$ cat src/rtl/score_board_bcd_if.sv
// Event and score bundle between the collision detectors, the score keeper and the renderers.
interface score_board_bcd_if #(
  parameter int unsigned DIGITS = 5
);
  logic                  collision_aliens_missile;
  logic                  collision_ship_missile;
  logic                  bonus_hit;
  logic                  new_game;
  logic                  startOfFrame;
  logic [4*DIGITS-1:0]   score_bcd;
  logic [4*DIGITS-1:0]   hiscore_bcd;
  logic                  new_high;
  logic                  saturated;

  modport master (
    output collision_aliens_missile, collision_ship_missile, bonus_hit, new_game, startOfFrame,
    input  score_bcd, hiscore_bcd, new_high, saturated
  );

  modport slave (
    input  collision_aliens_missile, collision_ship_missile, bonus_hit, new_game, startOfFrame,
    output score_bcd, hiscore_bcd, new_high, saturated
  );
endinterface

$ cat src/rtl/score_board_bcd.sv
// BCD score keeper: edge-qualified events, single-stage BCD add/subtract with clamping,
// and a high-score register updated on frame start.
module score_board_bcd #(
  parameter int unsigned DIGITS       = 5,
  parameter int unsigned ALIEN_PTS    = 10,
  parameter int unsigned SHIP_PENALTY = 50,
  parameter int unsigned BONUS_PTS    = 100
) (
  input  logic               clk,
  input  logic               reset,
  score_board_bcd_if.slave   bus
);
  localparam int unsigned W  = 4 * DIGITS;
  localparam int unsigned WX = 4 * (DIGITS + 1);

  function automatic logic [WX-1:0] to_bcd(input int unsigned v);
    logic [WX-1:0] r;
    int unsigned   x;
    r = '0;
    x = v;
    for (int unsigned i = 0; i < DIGITS + 1; i++) begin
      r[4*i +: 4] = 4'(x % 10);
      x           = x / 10;
    end
    return r;
  endfunction

  function automatic logic [WX:0] bcd_add(input logic [WX-1:0] a, input logic [WX-1:0] b,
                                          input logic cin);
    logic [WX-1:0] s;
    logic          c;
    logic [4:0]    t;
    s = '0;
    c = cin;
    for (int unsigned i = 0; i < DIGITS + 1; i++) begin
      t = {1'b0, a[4*i +: 4]} + {1'b0, b[4*i +: 4]} + {4'b0, c};
      if (t > 5'd9) begin
        t = t + 5'd6;
        c = 1'b1;
      end else begin
        c = 1'b0;
      end
      s[4*i +: 4] = t[3:0];
    end
    return {c, s};
  endfunction

  function automatic logic [WX-1:0] nines(input logic [WX-1:0] x);
    logic [WX-1:0] r;
    r = '0;
    for (int unsigned i = 0; i < DIGITS + 1; i++) r[4*i +: 4] = 4'd9 - x[4*i +: 4];
    return r;
  endfunction

  localparam logic [WX-1:0] ALIEN_BCD = to_bcd(ALIEN_PTS);
  localparam logic [WX-1:0] SHIP_BCD  = to_bcd(SHIP_PENALTY);
  localparam logic [WX-1:0] BONUS_BCD = to_bcd(BONUS_PTS);

  logic          a_prev_q, s_prev_q, b_prev_q;
  logic [W-1:0]  score_q, score_d;
  logic [W-1:0]  hiscore_q;
  logic          new_high_q, sat_q, sat_set_d;
  logic          fire_a, fire_s, fire_b;
  logic [WX-1:0] sum1, sum2;
  logic [WX:0]   diff;

  assign fire_a = bus.collision_aliens_missile & ~a_prev_q;
  assign fire_s = bus.collision_ship_missile   & ~s_prev_q;
  assign fire_b = bus.bonus_hit                & ~b_prev_q;

  // One extra digit holds the full net result; adding the 9's complement plus one
  // leaves a carry out exactly when the net is non-negative.
  always_comb begin
    score_d   = score_q;
    sat_set_d = 1'b0;
    sum1 = WX'(bcd_add({4'b0, score_q}, fire_a ? ALIEN_BCD : '0, 1'b0));
    sum2 = WX'(bcd_add(sum1, fire_b ? BONUS_BCD : '0, 1'b0));
    diff = bcd_add(sum2, nines(fire_s ? SHIP_BCD : '0), 1'b1);
    if (!diff[WX]) begin
      score_d = '0;
    end else if (diff[WX-1 -: 4] != 4'd0) begin
      score_d   = {DIGITS{4'h9}};
      sat_set_d = 1'b1;
    end else begin
      score_d = diff[W-1:0];
    end
  end

  always_ff @(posedge clk) begin
    if (reset) begin
      a_prev_q   <= 1'b0;
      s_prev_q   <= 1'b0;
      b_prev_q   <= 1'b0;
      score_q    <= '0;
      hiscore_q  <= '0;
      new_high_q <= 1'b0;
      sat_q      <= 1'b0;
    end else begin
      a_prev_q <= bus.collision_aliens_missile;
      s_prev_q <= bus.collision_ship_missile;
      b_prev_q <= bus.bonus_hit;
      // Valid BCD orders like binary, so a plain compare on the packed nibbles suffices.
      if (bus.startOfFrame) begin
        if (score_q > hiscore_q) begin
          hiscore_q  <= score_q;
          new_high_q <= 1'b1;
        end else begin
          new_high_q <= 1'b0;
        end
      end
      if (bus.new_game) begin
        score_q <= '0;
        sat_q   <= 1'b0;
      end else begin
        score_q <= score_d;
        sat_q   <= sat_q | sat_set_d;
      end
    end
  end

  assign bus.score_bcd   = score_q;
  assign bus.hiscore_bcd = hiscore_q;
  assign bus.new_high    = new_high_q;
  assign bus.saturated   = sat_q;
endmodule

$ cat src/flat_wrapper.sv
// flat-port wrapper written by rule: the top's interface ports become plain ports
module score_board_bcd_flat 
#(
  parameter int unsigned DIGITS       = 5,
  parameter int unsigned ALIEN_PTS    = 10,
  parameter int unsigned SHIP_PENALTY = 50,
  parameter int unsigned BONUS_PTS    = 100
)
  (clk, reset, bus_collision_aliens_missile, bus_collision_ship_missile, bus_bonus_hit, bus_new_game, bus_startOfFrame, bus_score_bcd, bus_hiscore_bcd, bus_new_high, bus_saturated);
  score_board_bcd_if #(.DIGITS(DIGITS)) bus_i ();
  input  logic clk;
  input  logic reset;
  input wire logic [$bits(bus_i.collision_aliens_missile)-1:0] bus_collision_aliens_missile;
  input wire logic [$bits(bus_i.collision_ship_missile)-1:0] bus_collision_ship_missile;
  input wire logic [$bits(bus_i.bonus_hit)-1:0] bus_bonus_hit;
  input wire logic [$bits(bus_i.new_game)-1:0] bus_new_game;
  input wire logic [$bits(bus_i.startOfFrame)-1:0] bus_startOfFrame;
  output wire logic [$bits(bus_i.score_bcd)-1:0] bus_score_bcd;
  output wire logic [$bits(bus_i.hiscore_bcd)-1:0] bus_hiscore_bcd;
  output wire logic [$bits(bus_i.new_high)-1:0] bus_new_high;
  output wire logic [$bits(bus_i.saturated)-1:0] bus_saturated;
  assign bus_i.collision_aliens_missile = bus_collision_aliens_missile;
  assign bus_i.collision_ship_missile = bus_collision_ship_missile;
  assign bus_i.bonus_hit = bus_bonus_hit;
  assign bus_i.new_game = bus_new_game;
  assign bus_i.startOfFrame = bus_startOfFrame;
  assign bus_score_bcd = bus_i.score_bcd;
  assign bus_hiscore_bcd = bus_i.hiscore_bcd;
  assign bus_new_high = bus_i.new_high;
  assign bus_saturated = bus_i.saturated;
  score_board_bcd #(.DIGITS(DIGITS), .ALIEN_PTS(ALIEN_PTS), .SHIP_PENALTY(SHIP_PENALTY), .BONUS_PTS(BONUS_PTS)) u_core (.clk(clk), .reset(reset), .bus(bus_i));
endmodule
$ cat config.mk
export PLATFORM = sky130hd
export DESIGN_NAME = score_board_bcd_flat
export DESIGN_NICKNAME = d
export VERILOG_FILES = /design/src/rtl/score_board_bcd_if.sv /design/src/rtl/score_board_bcd.sv /design/src/flat_wrapper.sv
export SDC_FILE = /design/constraint.sdc
export NUM_CORES = 1
export LEC_CHECK = 0
export ABC_CLOCK_PERIOD_IN_PS = 15000
export CAP_MARGIN = 20
export CORE_ASPECT_RATIO = 1.4
export CORE_MARGIN = 2
export CORE_UTILIZATION = 54
export DETAILED_ROUTE_END_ITERATION = 6
export PLACE_DENSITY_LB_ADDON = 0.05
export SYNTH_ARGS = -nofsm -noshare
export SYNTH_HDL_FRONTEND = slang
export SYNTH_SLANG_ARGS = --single-unit
$ cat constraint.sdc
create_clock -name clk -period 15 [get_ports clk]
set_input_delay 1.5 -clock clk [delete_from_list [all_inputs] [get_ports clk]]
set_output_delay 1.5 -clock clk [all_outputs]
set_load 0.1 [all_outputs]
Word level (Yosys, flattened, before mapping):

Index checks and enable logic that the tools add are counted.
Widths: inputs -> output; s select.

* magnitude comparators: 19
* bitwise operators: 8
* add/subtract/negate cells: 57
* multiplexer cells: 41
* reductions and logical operators: 5

Operators with widths (count)
* $gt 5x4->1 const B: 18
* $add 4x3->4 const B: 18
* $mux 4: 18
* $add 5x1->5: 14
* $add 4x4->5: 11
* $add 4x4->5 const B: 6
* $gt 20x20->1: 1
* $mux 20: 1
* $mux 1: 19
* $sub 4x4->4 const AB: 4
* $mux 9: 1
* $sub 4x4->4 const A: 2
* $mux 7: 1
* $add 5x1->5 const B: 1
* $mux 5: 1
* $not 1->1: 4
* $reduce_bool 4->1: 1
* $reduce_or 4->1: 1
* $and 1x1->1: 3
* $reduce_or 3->1: 1
* $add 1x1->2 const A: 1
* $reduce_and 2->1: 1
* $reduce_or 2->1: 1
* $or 1x1->1: 1

* output and inout port bits: 42
* register bits after elaboration: 45
* word-level logic and storage cells: 138

Longest topological paths before layout:

Gate-level depths: netlist of run 1.

* word-level depth: 33
* depth in mapped cells: 76
* gate-level depth less buffers: 70

Worst setup path before layout of run 1:

OpenSTA, ideal clock, no wires.

* path type: register to register
* start point: register u_core.score_q[1], in the netlist u_core.bus.score_bcd[1]
* end point: register u_core.score_q[13], in the netlist u_core.bus.score_bcd[13]
* clock period less this slack: 14780 ps
* setup slack: 220 ps
* stages on the path, launching flop included: 73
* arrival time: 14657 ps
* data required time: 14877 ps
* setup time: 123 ps
* path through: dfxtp_1 -> inv_1 -> ha_1 -> inv_1 -> ha_1 -> a31o_2 -> o21ai_1 -> fa_1 -> inv_1 -> ha_1 -> clkbuf_1 -> xnor2_1 -> ha_1 -> nand2b_1 -> o211ai_1 -> o21ai_1 -> ha_1 -> ha_1 -> [37 not listed] -> inv_1 -> ha_1 -> xnor2_1 -> ha_1 -> inv_1 -> o21ai_0 -> o31a_1 -> o21ai_0 -> o211ai_1 -> inv_2 -> ha_1 -> inv_1 -> ha_1 -> o311ai_0 -> nand2b_1 -> clkbuf_1 -> nor2_1 -> mux2_1

* cells in the longest elaborated chain, start to end: 28

RTL lines
* start: declaration: RTL line score_board_bcd.sv:60 `logic [W-1:0] score_q, score_d;`
* start signal: assignment: RTL line score_board_bcd.sv:115 `score_q <= score_d;`
* $add 4x4->5 *: RTL line score_board_bcd.sv:36 `t = {1'b0, a[4*i +: 4]} + {1'b0, b[4*i +: 4]} + {4'b0, c};`
* $gt 5x4->1: RTL line score_board_bcd.sv:37 `if (t > 5'd9) begin`
* $mux 1: RTL line score_board_bcd.sv:37
* $add 5x1->5: RTL line score_board_bcd.sv:36
* $gt 5x4->1 or $add 4x3->4 (tied branches): RTL line score_board_bcd.sv:37, score_board_bcd.sv:38
* $mux 1 or $mux 4 (tied branches): RTL line score_board_bcd.sv:37
* $add 5x1->5 or $add 4x4->5 (tied branches): RTL line score_board_bcd.sv:36
* $gt 5x4->1, or another cell as far along: RTL line score_board_bcd.sv:37
* [12 not listed]
* $add 4x3->4, or another cell as far along: RTL line score_board_bcd.sv:38 `t = t + 5'd6;`
* $mux 4 or $gt 5x4->1 (tied branches): RTL line score_board_bcd.sv:37
* $add 4x4->5 or $mux 1 (tied branches): RTL line score_board_bcd.sv:36, score_board_bcd.sv:37
* $add 5x1->5: RTL line score_board_bcd.sv:36
* $add 4x3->4 or $gt 5x4->1 (tied branches): RTL line score_board_bcd.sv:38, score_board_bcd.sv:37
* $mux 4 or $mux 1 (tied branches): RTL line score_board_bcd.sv:37
* $reduce_bool 4->1 or $not 1->1 (tied branches)
* $reduce_or 4->1 (no line)

Every way passes the cells marked *; elsewhere a longest branch is shown, timed or not.
A chain may end at the register's enable or synchronous reset.

Final worst setup path of run 1:

* start point: input bus_collision_aliens_missile
* end point: register u_core.score_q[5], in the netlist u_core.bus.score_bcd[5]

* cells in the longest elaborated chain, start to end: 28

RTL lines
* start: declaration: RTL line flat_wrapper.sv:13 `input wire logic [$bits(bus_i.collision_aliens_missile)-1:0] bus_collision_aliens_missile;`
* $and 1x1->1 *: RTL line score_board_bcd.sv:67 `assign fire_a = bus.collision_aliens_missile & ~a_prev_q;`
* $mux 5 *: RTL line score_board_bcd.sv:76 `sum1 = WX'(bcd_add({4'b0, score_q}, fire_a ? ALIEN_BCD : '0, 1'b0));`
* $add 4x4->5 *: RTL line score_board_bcd.sv:36
* $add 5x1->5 *: RTL line score_board_bcd.sv:36
* $gt 5x4->1 or $add 4x3->4 (tied branches): RTL line score_board_bcd.sv:37, score_board_bcd.sv:38
* $mux 1 or $mux 4 (tied branches): RTL line score_board_bcd.sv:37
* $add 5x1->5 or $add 4x4->5 (tied branches): RTL line score_board_bcd.sv:36
* $gt 5x4->1, or another cell as far along: RTL line score_board_bcd.sv:37
* [12 not listed]
* $add 4x3->4, or another cell as far along: RTL line score_board_bcd.sv:38
* $mux 4 or $gt 5x4->1 (tied branches): RTL line score_board_bcd.sv:37
* $add 4x4->5 or $mux 1 (tied branches): RTL line score_board_bcd.sv:36, score_board_bcd.sv:37
* $add 5x1->5: RTL line score_board_bcd.sv:36
* $add 4x3->4 or $gt 5x4->1 (tied branches): RTL line score_board_bcd.sv:38, score_board_bcd.sv:37
* $mux 4 or $mux 1 (tied branches): RTL line score_board_bcd.sv:37
* $reduce_bool 4->1 or $not 1->1 (tied branches)
* $reduce_or 4->1 (no line)

Marked as above.

==> metrics.yaml, run 1 <==
outcome:
  status: "finished clean"
route:
  first_pass_iters: 5
  drc: 0
  viasPerCell: 5.92
  wl_um: 13400
  drtIter0Drc: 170
  final_antenna_net_count: 0
  wl_per_cell_um: 15.7
  num_vias: 5068
synthesis:
  synth_top_family_by_area: "compound AO/OA/AOI/OAI gates"
  synth_mux_area_frac: 0.0629
  synth_ff_type: "dfxtp_1"
  ys_seq_area_frac: 0.169
  synth-async-reset-ratio: 0
  yosysUniqueCellTypes: 81
  synth_fp_nets: 764
  synth_warnings: 0
  synth_compound_area_frac: 0.265
  yosysTopAreaCell: "ha_1"
  ys_ff_latch: 45
  synth_area_um2: 5330
  synth_edf_count: 0
  post_synth_fa_ha_maj_area_fraction: 0.194
  synth.area.top_cells: "ha_1, dfxtp_1, mux2i_1"
  yosys-top-cells-count: "ha_1, inv_1, nor2_1"
  synth.avg_cell_area_um2: 7.88
  synth_top_area_share: 0.183
  netlist_instances: 676
  synthXorXnorAreaFrac: 0.0394
  synth.most_common_cell: "ha_1"
  synthSimpleGateAreaFrac: 0.191
timing:
  hold_viol_final: 0
  finalSetupViolations: 0
  period_share: 0.949
  fmax_mhz: 70.3
  slew_viol_final: 0
  finalClockSkew_ps: 9.05
  slew_headroom: 0.330
  min_period_ps: 14230
  worst_pin_slew_ps: 1000
  holdWs_ps: 461
critical_path:
  cpMaxStageDelayCell: "or4_4"
  cpPeakStageDelay_ps: 630
  r2r_end: "u_core.bus.score_bcd[5]"
  startpoint: "bus_collision_aliens_missile"
  end_kind: "flip-flop"
  arrival_ps: 14410
  worstSetupPathType: "input pin to flip-flop"
  ff2ff_path_depth: 65
  crit_fanout: 8
  worstReg2RegStart: "u_core.bus.score_bcd[1]"
  endpoint: "u_core.bus.score_bcd[5]"
  rrSetupSlack_ps: 1190
  cp.required_ps: 15180
  critPathLaunchType: "input pin"
  critical_path.most_common_cell: "ha_1"
global_routing:
  met1_usage: 0.299
  grt_pass1_wl_um: 22300
  grt_max_degree: 26
  gr-usage-met3: 0.0264
  track_usage: 0.253
  grt-ovfl-total: 0
  antenna_found_initial: 0
  met2_usage: 0.468
  grt_pass1_vias: 4919
  busiest_layer: "met2"
layout:
  n_antenna_cell: 0
  area_growth_syn_to_layout_pct: 16.8
  drive_gt1_frac: 0.0912
  nets: 811
die:
  initial_core_util: 0.560
  die_area_um2: 10700
  io_pins: 49
  core_um2: 9510
  dieHeight_um: 122
  rows: 42
  die_x_um: 88.0
placed_design:
  place_congestion: 0.953
  hpwl_um: 10400
  portBuffers: 48
clocking:
  cts_sinks: 45
  cts_tree: "built"
  clock_path_buffers: 2
  cts_max_level: 2
  cts-root-buf: "clkbuf_16"
  cts_buffers: 5
  clk_pin_slew_ps: 70
  hold_buffers: 0
  insertion_delay_ps: 290
run:
  drv_cap: 0
worst_hold_path:
  min_path_type: "flip-flop to flip-flop"
  min_from: "u_core.bus.saturated"
-- cell type report --
| type | instances | area [um2] |
|---|---|---|
| tap | 132 | 165 |
| multi-input combinational | 526 | 4080 |
| clock inverter | 2 | 38.8 |
| sequential | 45 | 901 |
| inverter | 79 | 297 |
| clock buffer | 6 | 129 |
| timing repair buffer | 66 | 616 |
| fill | 854 | 3290 |
-- layer usage --
metal	routed length (um)	vias to the layer above
met4	304	0
met1	5770	2398
met2	7020	109
met3	344	28
li1	-	2533
met5	0	-
-- metrics by stage --
stage          std cells  setup slack [ps]   util  instance area, um2  setup TNS, ps
3_5_place_dp         842              -380  0.625                5950          -2720
6_report             856               770  0.655                6230              0
5_1_grt              856             -50.8  0.655                6230          -62.8
4_1_cts              850              4.40  0.644                6120              0
2_1_floorplan        676               220      -                5330              0
3_3_place_gp         842              82.8  0.625                5950              0
-- cell usage in the layout, fill, tap and decap left out, drive strengths merged, types with 18 or more instances in the layout --
master | Yosys | final
o21ai | 34 | 34
a21oi | 38 | 38
dfxtp | 45 | 45
nor2 | 64 | 64
mux2i | 29 | 29
inv | 78 | 78
nand2 | 24 | 24
clkdlybuf4s50 | 0 | 48
buf | 8 | 18
ha | 78 | 78
a21o | 18 | 18
-- worst max-delay path: cells and delay by family --
family	cells	cell delay [ps]
compound gates	17	3440
xor+xnor	5	990
fa+ha+maj	18	4520
buf+inv	11	1510
mux	2	380
simple gates	9	2060
-- how the worst min path moves through the flow --
stage,endpoint,slack (ps),cells after the start
finish,u_core.bus.saturated,460,2
global route,u_core.bus.saturated,490,2
CTS,u_core.bus.saturated,470,2
detailed placement,u_core.bus.saturated,450,2
global placement,u_core.bus.saturated,440,2
floorplan,u_core.bus.score_bcd[0],660,3
-- repair_timing --
item / 4_1_cts / 5_1_grt
endpoints found under the setup margin: 6 / 21
pin swaps: 0 / 3
resized for setup: 2 / 19
setup buffers: 0 / 6
-- flip-flops by register name, summed over array words and instances (netlist names) --
register / cells
u_core.bus.hiscore_bcd: 20
u_core.bus.score_bcd: 20
u_core.a_prev_q: 1
u_core.b_prev_q: 1
u_core.bus.new_high: 1
u_core.bus.saturated: 1
u_core.s_prev_q: 1
-- kinds of logic (layout without fill, tap and decap cells) --
kind of cell / after synthesis / after routing
and+or+nand+nor: 194 / 194
buffers and inverters: 105 / 153
adders and majority gates: 81 / 81
DFF: 45 / 45
xor gates and xnor gates: 24 / 24
AOI/OAI and AO/OA: 194 / 194
muxes: 33 / 33
Power of run 1 is not shown: default switching activity piles up to over one toggle a cycle in this logic, so the estimate is an artifact.
==> run 2: changes to the inputs <==
Settings changed: CORE_UTILIZATION 54 to 50.
==> run 2 against run 1 <==
  * Wire length increased by 3.0%
  * Die area is 7.7% higher
  * Critical endpoint unchanged
  * Count of clock-buffer cells in the layout did not move
  * Final cell count increased by 1.2%
  * Non-clock buffer count rose by 4
  * Final area grew 0.84%
  * Register-to-register slack improved by 70 ps
  * Fmax down 0.51%
==> metrics.yaml, run 2 (synthesis results as in run 1) <==
route:
  first_pass_iters: 7  # was 5
  viasPerCell: 5.86  # was 5.92
  drtIter0Drc: 205  # was 170
  drc: 0  # unchanged
  met1Wirelength_um: 5820  # was 5770 um
  wl_per_cell_um: 16.0  # was 15.7 um
  num_vias: 5072  # was 5068
  wl_um: 13800  # was 13400 um
  wl_met2_um: 7330  # was 7020 um
  highest_layer: "met4"  # unchanged
  final_antenna_net_count: 0  # unchanged
  wl_met3_um: 313  # was 344 um
layout:
  n_antenna_cell: 0  # unchanged
  design_area_um2: 6280  # was 6230 um2
  fill_cells: 909  # was 854
  area_growth_syn_to_layout_pct: 17.8  # was 16.8%
  nets: 815  # was 811
  seq_area_um2: 901  # unchanged
  multi_input_area_um2: 4100  # was 4080 um2
  drive_gt1_frac: 0.103  # was 0.0912
  layout_common_cells: "inv_1, ha_1, nor2_1, clkdlybuf4s50_1, dfxtp_1"  # unchanged
  final_common_cell: "inv_1"  # unchanged
die:
  initial_core_util: 0.512  # was 0.560
  rows: 44  # was 42
  core_um2: 10400  # was 9510 um2
  dieHeight_um: 126  # was 122 um
  io_pins: 49  # unchanged
  die_area_um2: 11500  # was 10700 um2
  die_x_um: 91.3  # was 88.0 um
timing:
  period_share: 0.954  # was 0.949
  slew_headroom: 0.339  # was 0.330
  worst_pin_slew_ps: 989  # was 1000 ps
  hold_viol_final: 0  # unchanged
  slew_viol_final: 0  # unchanged
  finalClockSkew_ps: 4.66  # was 9.05 ps
  min_period_ps: 14300  # was 14230 ps
  fmax_mhz: 69.9  # was 70.3 MHz
  finalSetupViolations: 0  # unchanged
  finalSetupTns_ps: 0  # unchanged
critical_path:
  critical_path.most_common_cell: "ha_1"  # unchanged
  end_kind: "flip-flop"  # unchanged
  cp.required_ps: 15190  # was 15180 ps
  crit_fanout: 8  # unchanged
  cpPeakStageDelay_ps: 630  # about the same
  critPathLaunchType: "input pin"  # unchanged
  arrival_ps: 14490  # was 14410 ps
  worstSetupPathType: "input pin to flip-flop"  # unchanged
  cpMaxStageDelayCell: "or4_4"  # unchanged
worst_hold_path:
  min_path_type: "flip-flop to flip-flop"  # unchanged
global_routing:
  grt_pass1_wl_um: 22800  # was 22300 um
  antenna_found_initial: 0  # unchanged
  grt_max_degree: 26  # unchanged
  grt-ovfl-total: 0  # unchanged
  track_usage: 0.237  # was 0.253
  grt_pass1_vias: 4910  # was 4919
clocking:
  clock_path_buffers: 2  # unchanged
  cts_max_level: 2  # unchanged
  hold_buffers: 0  # unchanged
  cts_buffers: 5  # unchanged
  insertion_delay_ps: 290  # about the same
  cts_sinks: 45  # unchanged
  clk_pin_slew_ps: 70  # about the same
  cts-root-buf: "clkbuf_16"  # unchanged
  cts_tree: "built"  # unchanged
placed_design:
  portBuffers: 48  # unchanged
  hpwl_um: 10500  # was 10400 um
  place_congestion: 0.913  # was 0.953
  place_area_um2: 5970  # was 5950 um2
run:
  drv_cap: 0  # unchanged
outcome:
  status: "finished clean"  # unchanged
run 2: cell types whose count changed in the layout (fill, tap and decap cells not counted), sizes merged:
| cell | change |
|---|---|
| buf | +4 |
run 2: final cells by class:
type,count,area share
Clock inverter,2,0.00618
Sequential cell,45,0.143
Timing Repair Buffer,70,0.103
Inverter,79,0.0472
Clock buffer,6,0.0205
Multi-Input combinational cell,526,0.652
Tap cell,138,0.0275
run 2: timing repair:
action                                  4_1_cts  5_1_grt
resized for setup                             4       24
buffers inserted                              0        8
pin swaps                                     0        5
endpoints found under the setup margin       13       21
run 2: path summary, 6_finish.rpt:
| path | cells after the start | endpoint | slack [ps] | startpoint |
|---|---|---|---|---|
| worst max-delay path | 62 | u_core.bus.score_bcd[5] | 700 | bus_collision_aliens_missile |
| worst min-delay path | 2 | u_core.bus.saturated | 460 | u_core.bus.saturated |
| worst max register to register | 66 | u_core.bus.score_bcd[5] | 1260 | u_core.bus.score_bcd[1] |
| worst min register to register | 2 | u_core.bus.saturated | 460 | u_core.bus.saturated |
run 2: worst max-delay path, delay by kind of cell:
| family | cells | cell delay (ps) |
|---|---|---|
| mux | 2 | 400 |
| xor+xnor | 5 | 1000 |
| fa+ha+maj | 18 | 4520 |
| simple gates | 9 | 2050 |
| buf+inv | 11 | 1530 |
| compound gates | 17 | 3450 |
run 2: metal layers:
metal,GRT usage,vias up
met3,0.0227,26
li1,-,2548
met5,0,-
met2,0.451,90
met4,0.0865,0
met1,0.271,2408
run 2: metrics by stage:
stage	instances	util	hold slack, ps	setup WS [ps]
floorplan	676	-	662	220
global placement	850	0.574	435	88.4
detailed placement	850	0.574	450	-539
CTS	858	0.591	465	52.1
global route	866	0.603	522	-131
finish	866	0.603	462	697
Power of run 2 is left out for the same reason.
==> run 3: changes to the inputs <==
Settings changed: CORE_MARGIN 2 to 10.
==> run 3 against run 2 <==
  * Flip-flop and latch count stayed put
  * Critical path depth stayed put
  * Final area shrank 0.36%
  * Register-to-register slack better by 70 ps
  * Highest routed layer unchanged
  * First-iteration DRC count rose by 6.3%
  * Final cell count up 0.12%
  * Hold slack got worse by 1.1 ps
  * Largest cell class unchanged
  * Sequential share of layout area increased by 0.052 points
  * Fmax rose by 0.57%
  * Count of clock-buffer cells in the layout shrank 1
==> metrics.yaml, run 3 (synthesis results as in run 1) <==
outcome:
  status: "finished clean"  # unchanged
clocking:
  cts_max_level: 2  # unchanged
  insertion_delay_ps: 290  # about the same
  clock_path_buffers: 2  # unchanged
  cts_tree: "built"  # unchanged
  cts-root-buf: "clkbuf_16"  # unchanged
  cts_sinks: 45  # unchanged
  clk_pin_slew_ps: 70  # about the same
  cts_buffers: 5  # unchanged
  hold_buffers: 0  # unchanged
die:
  dieHeight_um: 142  # was 126 um
  die_area_um2: 15200  # was 11500 um2
  rows: 44  # unchanged
  core_um2: 10400  # unchanged
  initial_core_util: 0.512  # unchanged
  die_x_um: 107  # was 91.3 um
  io_pins: 49  # unchanged
timing:
  slew_headroom: 0.323  # was 0.339
  min_period_ps: 14220  # was 14300 ps
  slew_viol_final: 0  # unchanged
  fmax_mhz: 70.3  # was 69.9 MHz
  period_share: 0.948  # was 0.954
  finalSetupViolations: 0  # unchanged
  finalClockSkew_ps: 5.40  # was 4.66 ps
  finalSetupTns_ps: 0  # unchanged
  worst_pin_slew_ps: 1010  # was 989 ps
  layout_setup_ws_ps: 778  # was 697 ps
  hold_viol_final: 0  # unchanged
route:
  first_pass_iters: 5  # was 7
  wl_um: 14300  # was 13800 um
  wl_per_cell_um: 16.5  # was 16.0 um
  final_antenna_net_count: 0  # unchanged
  num_vias: 5047  # was 5072
  viasPerCell: 5.82  # was 5.86
  drtIter0Drc: 218  # was 205
  drc: 0  # unchanged
run:
  drv_cap: 0  # unchanged
critical_path:
  critical_path.most_common_cell: "ha_1"  # unchanged
  arrival_ps: 14410  # was 14490 ps
  cp.required_ps: 15190  # about the same
  cpPeakStageDelay_ps: 630  # about the same
  critPathLaunchType: "input pin"  # unchanged
  crit_fanout: 8  # unchanged
  end_kind: "flip-flop"  # unchanged
  cpMaxStageDelayCell: "or4_4"  # unchanged
  worstSetupPathType: "input pin to flip-flop"  # unchanged
global_routing:
  antenna_found_initial: 0  # unchanged
  grt-ovfl-total: 0  # unchanged
  grt_pass1_vias: 4891  # was 4910
  track_usage: 0.182  # was 0.237
  grt_max_degree: 26  # unchanged
  grt_pass1_wl_um: 23300  # was 22800 um
placed_design:
  portBuffers: 48  # unchanged
  pre_cts_ws_ps: -363  # was -539 ps
  place_congestion: 0.929  # was 0.913
  hpwl_um: 11200  # was 10500 um
layout:
  n_antenna_cell: 0  # unchanged
  drive_gt1_frac: 0.0974  # was 0.103
  area_growth_syn_to_layout_pct: 17.4  # was 17.8%
  nets: 816  # was 815
  layout_common_cells: "inv_1, ha_1, nor2_1, clkdlybuf4s50_1, dfxtp_1"  # unchanged
  final_common_cell: "inv_1"  # unchanged
  fill_cells: 942  # was 909
worst_hold_path:
  min_path_type: "flip-flop to flip-flop"  # unchanged
[run 3: path summary, 6_finish.rpt]
path,cells after the start,end,slack [ps],start
worst max-delay path,62,u_core.bus.score_bcd[5],780,bus_collision_aliens_missile
worst min-delay path,2,u_core.bus.saturated,460,u_core.bus.saturated
worst max register to register,66,u_core.bus.score_bcd[5],1330,u_core.bus.score_bcd[1]
worst min register to register,2,u_core.bus.saturated,460,u_core.bus.saturated
[run 3: cell type report]
cell class | instances | area, um2 | area share
multi-input cells | 526 | 4090 | 0.653
flip-flops and latches | 45 | 901 | 0.144
repair buffers | 71 | 653 | 0.104
inverters | 79 | 297 | 0.0474
well taps | 138 | 173 | 0.0276
clock buffers | 5 | 125 | 0.0200
clock inverters | 3 | 22.5 | 0.00360
[run 3: critical path: cells and delay by family]
kind / cells / cell delay, ps
and+or+nand+nor: 9 / 2060
buffers and inverters: 10 / 1410
xor gates and xnor gates: 6 / 1210
muxes: 2 / 340
AOI/OAI and AO/OA: 17 / 3400
adders and majority gates: 18 / 4480
[run 3: what timing repair did]
action                                  in CTS  in global routing
cloned                                       0                  0
resized for setup                            2                 19
pin swaps                                    0                  3
endpoints found under the setup margin       5                 21
setup buffers                                0                  8
[run 3: per-stage QoR]
stage                      util  cell area (um2)  instances  hold WS (ps)
final                     0.601             6260        867           461
after global routing      0.601             6260        867           516
after CTS                 0.589             6130        859           464
after detailed placement  0.574             5980        851           448
after global placement    0.574             5980        851           435
after floorplan               -             5330        676           662
[run 3: per-layer routing]
layer	routed length [um]	GRT usage	share of wire
met2	7480	0.337	0.52
met4	390	0.0693	0.027
met1	5880	0.205	0.41
met3	550	0.0218	0.038
met5	0	0	0
Power of run 3 is left out for the same reason.
